[src/rtl/imm_encoder.sv]
// Recodes an 8-bit constant into signed radix-4 digits {-2,-1,0,+1}, LSB-first
// conversion over four cycles, then streams the minimal digit string MSB-first.
module imm_encoder (
    input  logic       clk,
    input  logic       reset,
    input  logic       in_valid,
    input  logic [7:0] in_value,
    output logic       in_ready,
    output logic       out_valid,
    input  logic       out_ready,
    output logic [1:0] out_imm,
    output logic       out_last,
    output logic [2:0] out_count,
    output logic       busy
);

    localparam int unsigned VW = 8;
    localparam int unsigned DW = 2;
    localparam int unsigned ND = 4;

    typedef enum logic [1:0] {
        IDLE = 2'd0,
        CONV = 2'd1,
        EMIT = 2'd2
    } state_t;

    state_t                state;
    logic [VW-1:0]         residue;
    logic [1:0]            step;
    logic [1:0]            ptr;
    logic [ND-1:0][DW-1:0] digits;

    logic [DW-1:0]         digit_c;
    logic [VW-1:0]         diff_c;
    logic [VW-1:0]         residue_next_c;
    logic [ND-1:0][DW-1:0] digits_next_c;
    logic [1:0]            top_c;

    // The digit code equals the residue's low two bits; subtract its signed value and shift.
    always_comb begin
        digit_c        = residue[1:0];
        diff_c         = residue - {{(VW-DW){digit_c[1]}}, digit_c};
        residue_next_c = {{2{diff_c[VW-1]}}, diff_c[VW-1:2]};
        digits_next_c  = digits;
        digits_next_c[step] = digit_c;
    end

    // Highest nonzero digit index decides how many digits are emitted.
    always_comb begin
        top_c = 2'd0;
        for (int i = 1; i < ND; i++) begin
            if (digits_next_c[i] != 2'b00) begin
                top_c = 2'(i);
            end
        end
    end

    assign in_ready = (state == IDLE) && !reset;
    assign busy     = (state != IDLE);

    always_ff @(posedge clk or posedge reset) begin
        if (reset) begin
            state     <= IDLE;
            residue   <= '0;
            step      <= '0;
            ptr       <= '0;
            digits    <= '0;
            out_valid <= 1'b0;
            out_imm   <= '0;
            out_last  <= 1'b0;
            out_count <= '0;
        end else begin
            case (state)
                IDLE: begin
                    if (in_valid) begin
                        residue <= in_value;
                        step    <= 2'd0;
                        digits  <= '0;
                        state   <= CONV;
                    end
                end
                CONV: begin
                    digits  <= digits_next_c;
                    residue <= residue_next_c;
                    step    <= step + 2'd1;
                    if (step == 2'd3) begin
                        residue   <= '0;
                        ptr       <= top_c;
                        out_valid <= 1'b1;
                        out_imm   <= digits_next_c[top_c];
                        out_last  <= (top_c == 2'd0);
                        out_count <= 3'(top_c) + 3'd1;
                        state     <= EMIT;
                    end
                end
                EMIT: begin
                    if (out_ready) begin
                        if (out_last) begin
                            out_valid <= 1'b0;
                            out_imm   <= '0;
                            out_last  <= 1'b0;
                            out_count <= '0;
                            ptr       <= '0;
                            state     <= IDLE;
                        end else begin
                            ptr      <= ptr - 2'd1;
                            out_imm  <= digits[ptr - 2'd1];
                            out_last <= (ptr == 2'd1);
                        end
                    end
                end
                default: state <= IDLE;
            endcase
        end
    end

endmodule
[config.mk]
export PLATFORM = sky130hd
export DESIGN_NAME = imm_encoder
export DESIGN_NICKNAME = d
export VERILOG_FILES = /design/src/rtl/imm_encoder.sv
export SDC_FILE = /design/constraint.sdc
export NUM_CORES = 1
export LEC_CHECK = 0
export CAP_MARGIN = 10
export CORE_MARGIN = 2
export CORE_UTILIZATION = 50
export DETAILED_ROUTE_END_ITERATION = 10
export PLACE_DENSITY = 0.72
export SYNTH_ARGS = -nofsm -noshare
export SYNTH_HDL_FRONTEND = slang
export SYNTH_SLANG_ARGS = --single-unit
[constraint.sdc]
create_clock -name clk -period 4.05 [get_ports clk]
set_input_delay 0.405 -clock clk [delete_from_list [all_inputs] [get_ports clk]]
set_output_delay 0.405 -clock clk [all_outputs]
set_load 0.02 [all_outputs]
Word-level counts from Yosys, hierarchy flattened
Index checks and enable logic that the tools add are counted.
- bits in writable memories: 0
- flip-flop bits (word level): 29
- word-level logic and storage cells: 85
- bits in latches: 0
- memories kept: 0
- output and inout port bits: 9
- ROM bits: 0
- bits of input ports: 12
- divide/modulo/power cells: 0
- $lt $le $gt $ge: 4
- shift operators: 0
- add/subtract/negate cells: 4
- bitwise logic cells: 0
- $mul: 0
- eq/ne operators: 8
- mux-type cells: 42
- reductions and logical operators: 15
- operators by type and width (kind ; number):
    $mux W2 ; 16
    $pmux W8 S2 ; 2
    $mux W8 ; 3
    $pmux W2 S2 ; 3
    $reduce_bool A2 Y1 ; 6
    $lt A2 B3 Y1 const B ; 3
    $mux W3 ; 3
    $bmux W2 S2 ; 2
    $bwmux W8 ; 1
    $ne A2 B2 Y1 const B ; 4
    $reduce_and A4 Y1 ; 2
    $sub A8 B8 Y8 ; 1
    $mux W1 ; 7
    $pmux W2 S3 ; 1
    $pmux W3 S2 ; 1
    $demux W2 S2 ; 1
    $eq A2 B1 Y1 const B ; 2
    $eq A2 B2 Y1 const B ; 2
    $logic_not A2 Y1 ; 2
    $pmux W1 S2 ; 2
    $add A2 B1 Y3 const B ; 1
    $reduce_and A3 Y1 ; 1
    $add A2 B1 Y2 const B ; 1
    $ge A2 B1 Y1 const B ; 1
    other kinds (4) ; 5

Longest topological paths before layout
Gate-level depths: netlist of the first run.
- word-level depth: 13
- mapped depth: 9
- gate-level depth less buffers: 8

Worst setup path after synthesis of the first run
Ideal clock, no wire load.
- kind: reg-to-reg
- start point: reg step[0]
- end point: reg out_count[1]
- arrival time: 1646 ps
- path slack: 2283 ps
- buffers on the path: 1
- setup time: 121 ps
- clock period less this slack: 1767 ps
- cell stages (with the launch flop): 9
- required time: 3929 ps
- cells stage by stage: dfrtp_1 -> inv_1 -> ha_1 -> buf_2 -> nor3_1 -> a21o_1 -> nor2b_1 -> ha_1 -> a22o_1
- cells in the longest elaborated chain, start to end: 12
- elaborated cells between the ends (all ways): 18
- classes of those cells: 1 x add/sub; 2 x order compare; 2 x eq/ne; 8 x mux; 5 x reduce/logical
- RTL lines (what ; line ; RTL):
    start: declaration ; 29 ; logic [1:0] step;
    start signal: assignment ; 85 ; step <= step + 2'd1;
    $lt A2 B3 Y1 (not written as such) / $ge A2 B1 Y1 (equally long branches) ; 45 ; digits_next_c[step] = digit_c;
    $logic_and A1 B1 Y1 (not written as such) ; 45 ;
    $mux W2 (not written as such) ; 45 ;
    $demux W2 S2 ; 45 ;
    $bwmux W8 ; 45 ;
    $reduce_bool A2 Y1 ; 52 ; if (digits_next_c[i] != 2'b00) begin
    $mux W1 ; 52 ;
    $mux W2 (2 in series) ; 52 ;
    $add A2 B1 Y3 ; 92 ; out_count <= 3'(top_c) + 3'd1;
    $mux W3 ; 86 ; if (step == 2'd3) begin
    $pmux W3 S2 ; 73 ; case (state)
    end signal: assignment ; 92 ;
    end: declaration ; 13 ; output logic [2:0] out_count,
Parallel ways exist; a longest one is shown, timed or not. The select of a mux whose other input is x is not followed.
A chain may end at the register's enable or synchronous reset.

Worst setup path after layout of the first run
- start point: reg state[0]
- end point: out in_ready
- cells in the longest elaborated chain, start to end: 2
- RTL lines (what ; line ; RTL):
    start: declaration ; 27 ; state_t state;
    start signal: assignment ; 63 ; state <= IDLE;
    start signal: assignment ; 79 ; state <= CONV;
    start signal: assignment ; 93 ; state <= EMIT;
    $logic_not A2 Y1 ; 58 ; assign in_ready = (state == IDLE) && !reset;
    $logic_and A1 B1 Y1 ; 58 ;
    end: declaration ; 8 ; output logic in_ready,
Every way passes these cells.

==> results of run 1 <==
-- where the power goes --
group	switching (mW)	internal (mW)	leakage (nW)
sequential	0.159	0.428	0.368
combinational	0.714	0.611	0.585
clock	0.111	0.119	0.0450
total	0.984	1.16	0.997
-- stage by stage --
step / utilization / total power, mW / instances / setup slack (ns) / hold slack (ns)
3_3_place_gp: 0.5748 / 1.865 / 254 / 2.077 / 0.4628
5_1_grt: 0.6049 / 2.341 / 263 / 1.675 / 0.5208
6_report: 0.6049 / 2.142 / 263 / 1.764 / 0.4868
3_5_place_dp: 0.5748 / 1.915 / 254 / 2.047 / 0.4816
4_1_cts: 0.5974 / 2.154 / 262 / 1.746 / 0.4954
2_1_floorplan: - / 1.615 / 195 / 2.283 / 0.4611
-- worst register-to-register path, cell delays in order (launching register included) --
cell     delay [ns]
dfrtp_1        0.42
ha_1           0.54
nor3_1         0.09
a21oi_1        0.27
nor2b_1        0.11
ha_1           0.28
a22o_1         0.20
-- cell usage in the layout (no fill, tap or decap), types with 2 or more instances in the layout --
cell type	count
clkinv_2	2
and3_1	4
a22o_1	6
inv_1	16
nor2_1	8
nand3_1	6
o21ai_1	2
dfrtp_1	29
nand2_1	10
a32o_1	5
clkbuf_8	5
o31ai_1	3
o21ai_0	14
mux2i_1	5
clkdlybuf4s50_1	20
o21a_1	2
a21boi_0	2
a21o_1	5
mux4_2	2
o211ai_1	2
a21oi_1	10
nand4_1	3
nor3_1	6
nor2b_1	4
ha_1	12
mux2_2	4
o221ai_1	3
-- flip-flops by register name, indices dropped and copies added (netlist names) --
signal,flops
out_valid,1
out_last,1
out_count,3
residue,8
ptr,2
digits,8
step,2
state,2
out_imm,2
-- worst paths after layout --
| path | slack [ns] | cells after the start | endpoint | from |
|---|---|---|---|---|
| max in group asynchronous | 3.06 | 3 | digits[0] | reset |
| hold reg to reg | 0.49 | 1 | out_valid | out_valid |
| setup reg to reg | 2.03 | 6 | out_count[1] | step[0] |
| min in group asynchronous | 0.50 | 2 | out_valid | reset |
| hold / removal | 0.49 | 1 | out_valid | out_valid |
| setup / recovery | 1.76 | 3 | in_ready | state[0] |
-- final cells by class --
cell class / instances / area [sq um]
Tap cell: 48 / 60.06
Timing Repair Buffer: 21 / 227.7
Clock inverter: 2 / 10.01
Clock buffer: 6 / 72.57
Multi-Input combinational cell: 141 / 1059
Fill cell: 322 / 1446
Inverter: 16 / 60.06
Sequential cell: 29 / 725.7
-- kinds of logic (layout without fill, tap and decap cells) --
family	after synthesis	count (layout)	synth area share
fa+ha+maj	12	12	0.07884
mux	12	12	0.07950
flops	29	29	0.3811
simple gates	51	51	0.1518
buf+inv	25	45	0.06308
xor+xnor	2	2	0.009200
compound gates	64	64	0.2365
-- routing by layer --
metal | global-route usage | part of all wire | routed length, microns
met5 | 0 | 0 | 0
met4 | 0.1094 | 0.016 | 65
met3 | 0.04623 | 0.034 | 142
met2 | 0.4003 | 0.52 | 2140
met1 | 0.2552 | 0.43 | 1774
==> summary.txt, run 1 <==
Pwr
  – LEAKAGE: 0.9975 nW
  – Power Dens Cells: 967.3 nW/um^2
  – VDD IR max: 531.6 uV

Placed design
  – IO buf count: 20
  – Area after DPL: 2105 sq um
  – Detailed Place HPWL: 3.100 mm
  – Gpl congestion: 0.8938

Critical path
  – Setup CP Type: reg2out
  – CP bufs+invs: 1
  – Worst Setup End Kind: primary output
  – Crit Path Max Fanout: 10
  – CP peak stage delay: 0.61 ns
  – CP required: 3.64 ns
  – Worst Path Arrival: 1.88 ns
  – CP startpoint kind: flip-flop
  – Top Family by Delay on Critical Path: buffers and inverters
  – CP cell instances: or2_2 > nor2_1 > clkdlybuf4s50_1
  – Slowest-stage cell, CP: clkdlybuf4s50_1

STA
  – Fin. max-slew vios: 0
  – RSZ-0062 raised after global routing: false
  – Highest clock rate: 0.4375 GHz
  – Worst Max-Slew Pin Slew: 0.6150 ns
  – Final setup skew: around 0.0021 ns
  – Min Tclk post-route: 2.286 ns
  – Final Hold Vio Count: 0
  – Tcrit/Tclk final: 0.5644
  – Setup TNS: 0 ns
  – Slew margin rel.: 0.5891
  – Setup violators final: 0

Synthesis
  – Synthesized Nets: about 220
  – #FFs+latches synth: 29
  – Syn Area/Cell: slightly below 10 sq um
  – Ys Warns: 0
  – Synth area leaders: dfrtp_1 38%, ha_1 7.9%, o21ai_0 3.7%, inv_1 3.2%, a22o_1 2.8%
  – Synth top area share: 0.3811
  – Fraction of registers with async set/reset: 1.000
  – Most numerous cell in the Yosys netlist: dfrtp_1
  – Sequential share of the synthesized area: 0.3811
  – Synth cell types: 50
  – Post-synth top flop: dfrtp_1
  – Synth Cell Area: 1904 sq um
  – Area leader, netlist: dfrtp_1
  – Syn Inst Count: 195
  – Synth cell count leaders: 29 x dfrtp_1, 16 x inv_1, 14 x o21ai_0
  – EDFF count, synth: 0

Floorplan
  – Starting Density: 0.5202
  – Die ar.: 4318 sq um
  – # IOs: 21
  – Die W: 65.72 microns
  – Die height: 65.72 microns
  – Core Area: 3661 sq um
  – Row cnt: 22

Clock tree
  – Clock slew at reported path FFs: 0.06 ns
  – CTS buffer count: 5
  – Hold_buf cts: 0
  – Clk Latency, worst-skew pair: about 0.28 ns
  – Buffer depth of the longest clock path: 2
  – Post-CTS Setup Bufs: 0
  – Post-cts sizing count: 0
  – # H-tree levels: 2
  – Clock Sinks: 29
  – Root buffer cell: clkbuf_8
  – CTS tree: built

Global routing
  – Gr ovfl total: 0
  – Total Routing Usage GR: 0.2255
  – First-pass GRT wire length: 7.355 mm
  – Initial antenna violation count: 0
  – Vias in the first global route: between 1500 and 2000
  – Largest net degree at the start of global routing: 30

Routing
  – Via density: 5.886
  – Pre-Repair DR Iteration Count: 4
  – DRT Wirelength: 4.122 mm
  – Drt initial violations: 92
  – Routed via count: ~1500
  – WL/cell: 15.67 microns
  – Post-DRT Antenna Nets: 0
  – # DRC: 0

Finish
  – Layout area overhead: 16.29%
  – Final Net Count: ~240
  – Fraction of layout cells with a size suffix above 1: 0.1023
  – N_diodes: 0
  – Design Area, Final: 2215 sq um

Min path
  – Hold Path Class: reg2reg

Outcome
  – Status: finished clean

Run
  – Max Cap Viol: 0
(Power assumes the default switching activity.)
==> run 2: changes to the inputs <==
PLACE_DENSITY = 0.75   (was 0.72)
clock period = 2 ns   (was 4.05 ns; I/O delays follow)
==> run 2 against run 1 <==
  * Register-to-register slack worse by 1.9 ns
  * Largest power group unchanged
  * Setup slack got worse by 1.7 ns
  * Die area is the same
  * Highest routed layer unchanged
  * Sequential power increased by 93%
  * Via count grew 3.7%
==> summary.txt, run 2 (same netlist as run 1, synthesis figures left out) <==
Finish
  – Design Area, Final: 2260 sq um
  – Final Net Count: 245
  – Layout area overhead: 18.66%
  – Commonest non-fill, non-tap cells in the layout: 29 x dfrtp_1, 19 x clkdlybuf4s50_1, 16 x inv_1
  – Largest regs: digits x8, residue x8, out_count x3
  – N_diodes: 0
  – Commonest non-fill, non-tap cell in the layout: dfrtp_1
  – Fraction of layout cells with a size suffix above 1: 0.1403

Routing
  – # DRC: 0
  – WL/cell: around 16 microns
  – Routed via count: 1605
  – Pre-Repair DR Iteration Count: 4
  – DRT Wirelength: 4.310 mm
  – Via density: ~6
  – Post-DRT Antenna Nets: 0
  – Drt initial violations: 112

STA
  – Final Hold Vio Count: 0
  – Worst Max-Slew Pin Slew: 0.6591 ns
  – Fin. max-slew vios: 0
  – Highest clock rate: 0.5250 GHz
  – Setup violators final: 0
  – Final WS setup: approximately 0.095 ns
  – Tcrit/Tclk final: 0.9523
  – Hold Slack: approximately 0.33 ns
  – Final setup skew: 0.004452 ns
  – Slew margin rel.: 0.5597
  – Min Tclk post-route: around 1.9 ns

Floorplan
  – Core Area: approximately 3700 sq um
  – Die height: ~66 microns
  – Row cnt: 22
  – Die ar.: 4318 sq um
  – Starting Density: 0.5202
  – Die W: 65.72 microns
  – # IOs: 21

Critical path
  – Worst r2r src: step[1]
  – CP cell instances: inv_1 > ha_1 > mux2i_2 > nand2_1 > a21oi_2 > ha_1 > a22o_1
  – Crit path launch: step[1]
  – R2R Path End: out_count[1]
  – Register-to-register setup slack: 0.1 ns
  – Top Family by Delay on Critical Path: adder cells
  – Worst setup path endpoint: out_count[1]
  – Setup CP Type: reg2reg
  – Worst Setup End Kind: flip-flop
  – CP required: 2.17 ns
  – CP most frequent cell: ha_1
  – CP bufs+invs: 1
  – Worst path depth: 7
  – CP peak stage delay: 0.40 ns
  – Crit Path Max Fanout: 4
  – Worst Path Arrival: approximately 2.1 ns
  – CP startpoint kind: flip-flop
  – Slowest-stage cell, CP: dfrtp_1
  – Reg2Reg Depth: 7

Global routing
  – Gr ovfl total: 0
  – Largest net degree at the start of global routing: 30
  – First-pass GRT wire length: 7.031 mm
  – Vias in the first global route: 1580
  – Initial antenna violation count: 0
  – Total Routing Usage GR: 0.2173

Placed design
  – Area after DPL: 2157 sq um
  – Detailed Place HPWL: 3.208 mm
  – IO buf count: 20
  – Place WS: 0.09171 ns
  – Gpl congestion: ~0.87

Clock tree
  – Clk Latency, worst-skew pair: 0.28 ns
  – Root buffer cell: clkbuf_8
  – CTS tree: built
  – Clock slew at reported path FFs: 0.06 ns
  – # H-tree levels: 2
  – Buffer depth of the longest clock path: 2
  – CTS buffer count: 5
  – Clock Sinks: 29

Min path
  – Hold Path Class: in2async

Pwr
  – Power Dens Cells: about 2000 nW/um^2
  – Sw Share: 0.4514
  – Clk pwr share: 0.107
  – VDD IR max: about 790 uV
  – Internal Power: about 2.5 mW
  – Comb pwr share: 0.643
  – LEAKAGE: 1.023 nW
  – Psw: 2.038 mW
  – Register share of total power: 0.250

Run
  – Max Cap Viol: 0

Outcome
  – Status: finished clean
-- run 2: changes by cell type in the layout (fill, tap and decap cells not counted), sizes merged --
cell | previous run | this run
clkinv | 2 | 0
clkdlybuf4s50 | 20 | 19
dlygate4sd2 | 0 | 1
buf | 1 | 8
clkbuf | 6 | 7
-- run 2: repair_timing --
item	CTS	global route
setup endpoints to repair	1	1
hold endpoints to repair	0	0
hold buffers	0	0
resized for setup	1	3
buffers inserted	0	1
-- run 2: power groups by stage --
stage	sequential, mW	clock, mW	combinational [mW]
floorplan	1.11	0	2.16
global placement	1.11	0	2.73
detailed placement	1.13	0	2.83
CTS	1.12	0.491	2.84
global route	1.17	0.516	3.20
finish	1.13	0.481	2.90
-- run 2: area by class of cell --
type                       instances  area (sq um)
clock buffer                       7         86.33
fill                             323          1401
tap                               48         60.06
sequential                        29         725.7
timing repair buffer              28         259.0
inverter                          16         60.06
multi-input combinational        141          1069
-- run 2: metrics by stage --
stage          instances  power, mW    TNS, ns  utilization
4_1_cts              268      4.454          0       0.6124
2_1_floorplan        195      3.271          0            -
3_3_place_gp         261      3.840          0       0.5892
3_5_place_dp         261      3.966          0       0.5892
5_1_grt              269      4.885  -0.001330       0.6172
6_report             269      4.514          0       0.6172
-- run 2: how the worst min path moves through the flow --
stage	startpoint	endpoint	slack, ns	cells past startpoint
floorplan	reset	digits[0]	0.28	1
global placement	out_valid	out_valid	0.46	1
detailed placement	out_valid	out_valid	0.47	1
CTS	reset	residue[4]	0.35	3
global route	reset	digits[3]	0.39	3
finish	reset	out_imm[0]	0.33	3
-- run 2: worst register-to-register path: cells and delay by family (launching register included) --
family / cells / cell delay [ns]
adder cells (fa/ha/maj): 2 / 0.49
multiplexers: 1 / 0.30
AND/OR/NAND/NOR: 1 / 0.11
AO/OA/AOI/OAI: 2 / 0.39
buffers and inverters: 1 / 0.10
flip-flops: 1 / 0.40
-- run 2: layer usage --
metal / up-vias / global-route usage / wire length [microns]
met1: 768 / 0.2656 / 1898
met5: - / 0 / 0
li1: 772 / - / -
met2: 58 / 0.3548 / 2060
met3: 7 / 0.06164 / 270
met4: 0 / 0.09635 / 81
==> run 3: changes to the inputs <==
PLACE_DENSITY = 0.76   (was 0.75)
REMOVE_ABC_BUFFERS = 1   (was unset)
clock period = 2.2 ns   (was 2 ns; I/O delays follow)
==> run 3 against run 2 <==
  * Non-clock buffer count down 3
  * Clock skew shrank 0.0016 ns
  * Wire length is 6.8% lower
  * Die area unchanged
  * Count of clock-buffer cells in the layout is 2 lower
  * Critical path depth shrank 4
  * Largest power group unchanged
  * Highest routed layer unchanged
==> summary.txt, run 3 (same netlist as run 1, synthesis figures left out) <==
Outcome
  – Status: finished clean

Floorplan
  – Row cnt: 22
  – Die W: 65.72 microns
  – Core Area: 3661 sq um
  – # IOs: 21
  – Die ar.: ~4300 sq um
  – Starting Density: 0.5202
  – Die height: around 66 microns

Critical path
  – CP bufs+invs: 1
  – CP required: 1.98 ns
  – CP cell instances: or2_2 > nor2_1 > clkdlybuf4s50_1
  – Reg2Reg Depth: 7
  – CP peak stage delay: 0.60 ns
  – Top Family by Delay on Critical Path: buffers and inverters
  – Crit Path Max Fanout: 9
  – Setup CP Type: reg2out
  – Slowest-stage cell, CP: clkdlybuf4s50_1
  – Worst r2r src: step[0]
  – Register-to-register setup slack: 0.27 ns
  – R2R Path End: out_count[1]
  – Worst Path Arrival: 1.81 ns
  – Worst Setup End Kind: primary output
  – CP startpoint kind: flip-flop

STA
  – Setup TNS: 0 ns
  – Highest clock rate: between 0.4 and 0.5 GHz
  – Fin. max-slew vios: 0
  – Slew margin rel.: 0.6025
  – Setup violators final: 0
  – Min Tclk post-route: roughly 2.0 ns
  – Final setup skew: between 0.002 and 0.003 ns
  – Worst Max-Slew Pin Slew: between 0.5 and 0.6 ns
  – Tcrit/Tclk final: 0.9244
  – Final Hold Vio Count: 0
  – Final WS setup: 0.1663 ns
  – RSZ-0062 raised after global routing: false

Clock tree
  – Buffer depth of the longest clock path: 2
  – Clock Sinks: 29
  – Post-cts sizing count: 0
  – CTS tree: built
  – Hold_buf cts: 0
  – Clk Latency, worst-skew pair: approximately 0.28 ns
  – CTS buffer count: 5
  – # H-tree levels: 2
  – Post-CTS Setup Bufs: 0
  – Clock slew at reported path FFs: roughly 0.060 ns
  – Root buffer cell: clkbuf_8

Finish
  – Layout area overhead: 17.02%
  – Commonest non-fill, non-tap cell in the layout: dfrtp_1
  – Largest regs: digits x8, residue x8, out_count x3
  – N_diodes: 0
  – Final Net Count: between 200 and 250
  – Fin cells: 267
  – Commonest non-fill, non-tap cells in the layout: 29 x dfrtp_1, 20 x clkdlybuf4s50_1, 16 x inv_1
  – Fraction of layout cells with a size suffix above 1: 0.1233

Pwr
  – LEAKAGE: 1.008 nW
  – Power Dens Cells: 1789 nW/um^2
  – VDD IR max: between 800 and 900 uV

Routing
  – Routed via count: 1577
  – DRT Wirelength: 4.018 mm
  – # DRC: 0
  – WL/cell: 15.05 microns
  – Pre-Repair DR Iteration Count: 4
  – Post-DRT Antenna Nets: 0
  – Drt initial violations: 92
  – Via density: 5.906

Placed design
  – IO buf count: 20
  – Detailed Place HPWL: 3.007 mm
  – Place WS: 0.2934 ns
  – Dpl cells: between 200 and 300
  – Gpl congestion: 0.8107

Global routing
  – Met1 GRT Util: 0.2809
  – Gr ovfl total: 0
  – Largest net degree at the start of global routing: 30
  – Gr busiest metal: met2
  – Initial antenna violation count: 0
  – GR met2 Demand/Resource: 0.3207
  – Vias in the first global route: 1470
  – First-pass GRT wire length: 6.872 mm
  – Met3 Use GR: 0.05822
  – Total Routing Usage GR: 0.2108

Run
  – Max Cap Viol: 0

Min path
  – Hold Path Class: in2async
==> run 3: cell types whose count changed in the layout (fill, tap and decap cells not counted) <==
cell and change:
buf_4 -3, clkinv_2 +2, mux2i_1 +2, mux2i_2 -2
clkbuf_1 -1, clkbuf_8 -1, clkdlybuf4s50_1 +1, clkinvlp_4 +1
dlygate4sd2_1 -1, ha_1 +1, ha_2 -1
==> run 3: worst max path at each step <==
stage             start            to  slack (ns)  cells after the start
5_1_grt        state[1]      in_ready        0.09                      3
2_1_floorplan   step[0]  out_count[1]        0.42                      6
3_5_place_dp    step[0]  out_count[1]        0.29                      7
6_report       state[1]      in_ready        0.17                      3
4_1_cts        state[1]      in_ready        0.17                      3
3_3_place_gp    step[0]  out_count[1]        0.35                      7
==> run 3: metrics by stage <==
step | cell area [sq um] | hold WS, ns | power (mW) | utilization
CTS | 2228 | 0.3450 | 3.998 | 0.6087
floorplan | 1844 | 0.2981 | 2.864 | -
global route | 2228 | 0.3691 | 4.342 | 0.6087
global placement | 2142 | 0.4618 | 3.490 | 0.5851
finish | 2228 | 0.3347 | 3.987 | 0.6087
detailed placement | 2142 | 0.4687 | 3.554 | 0.5851
==> run 3: area by class of cell <==
| class | count | area, sq um |
|---|---|---|
| Fill cell | 333 | 1433 |
| Clock buffer | 5 | 68.82 |
| Sequential cell | 29 | 725.7 |
| Tap cell | 48 | 60.06 |
| Clock inverter | 3 | 17.52 |
| Multi-Input combinational cell | 141 | 1059 |
| Inverter | 16 | 60.06 |
| Timing Repair Buffer | 25 | 237.7 |
==> run 3: report_power, final <==
| part | internal, mW | switching (mW) | leakage, nW |
|---|---|---|---|
| logic | 1.16 | 1.37 | 0.597 |
| clock network | 0.218 | 0.209 | 0.0439 |
| registers | 0.788 | 0.238 | 0.368 |
| total | 2.17 | 1.82 | 1.01 |
==> run 3: layer usage <==
metal / vias up / share of wire
li1: 763 / -
met1: 776 / 0.48
met2: 33 / 0.46
met3: 5 / 0.046
met4: 0 / 0.016
met5: - / 0
==> run 3: worst register-to-register path: cells and delay by family (launching register included) <==
kind / cells / cell delay (ns)
AO/OA/AOI/OAI: 2 / 0.38
AND/OR/NAND/NOR: 2 / 0.24
adder cells (fa/ha/maj): 2 / 0.67
buffers and inverters: 1 / 0.11
flip-flops: 1 / 0.43
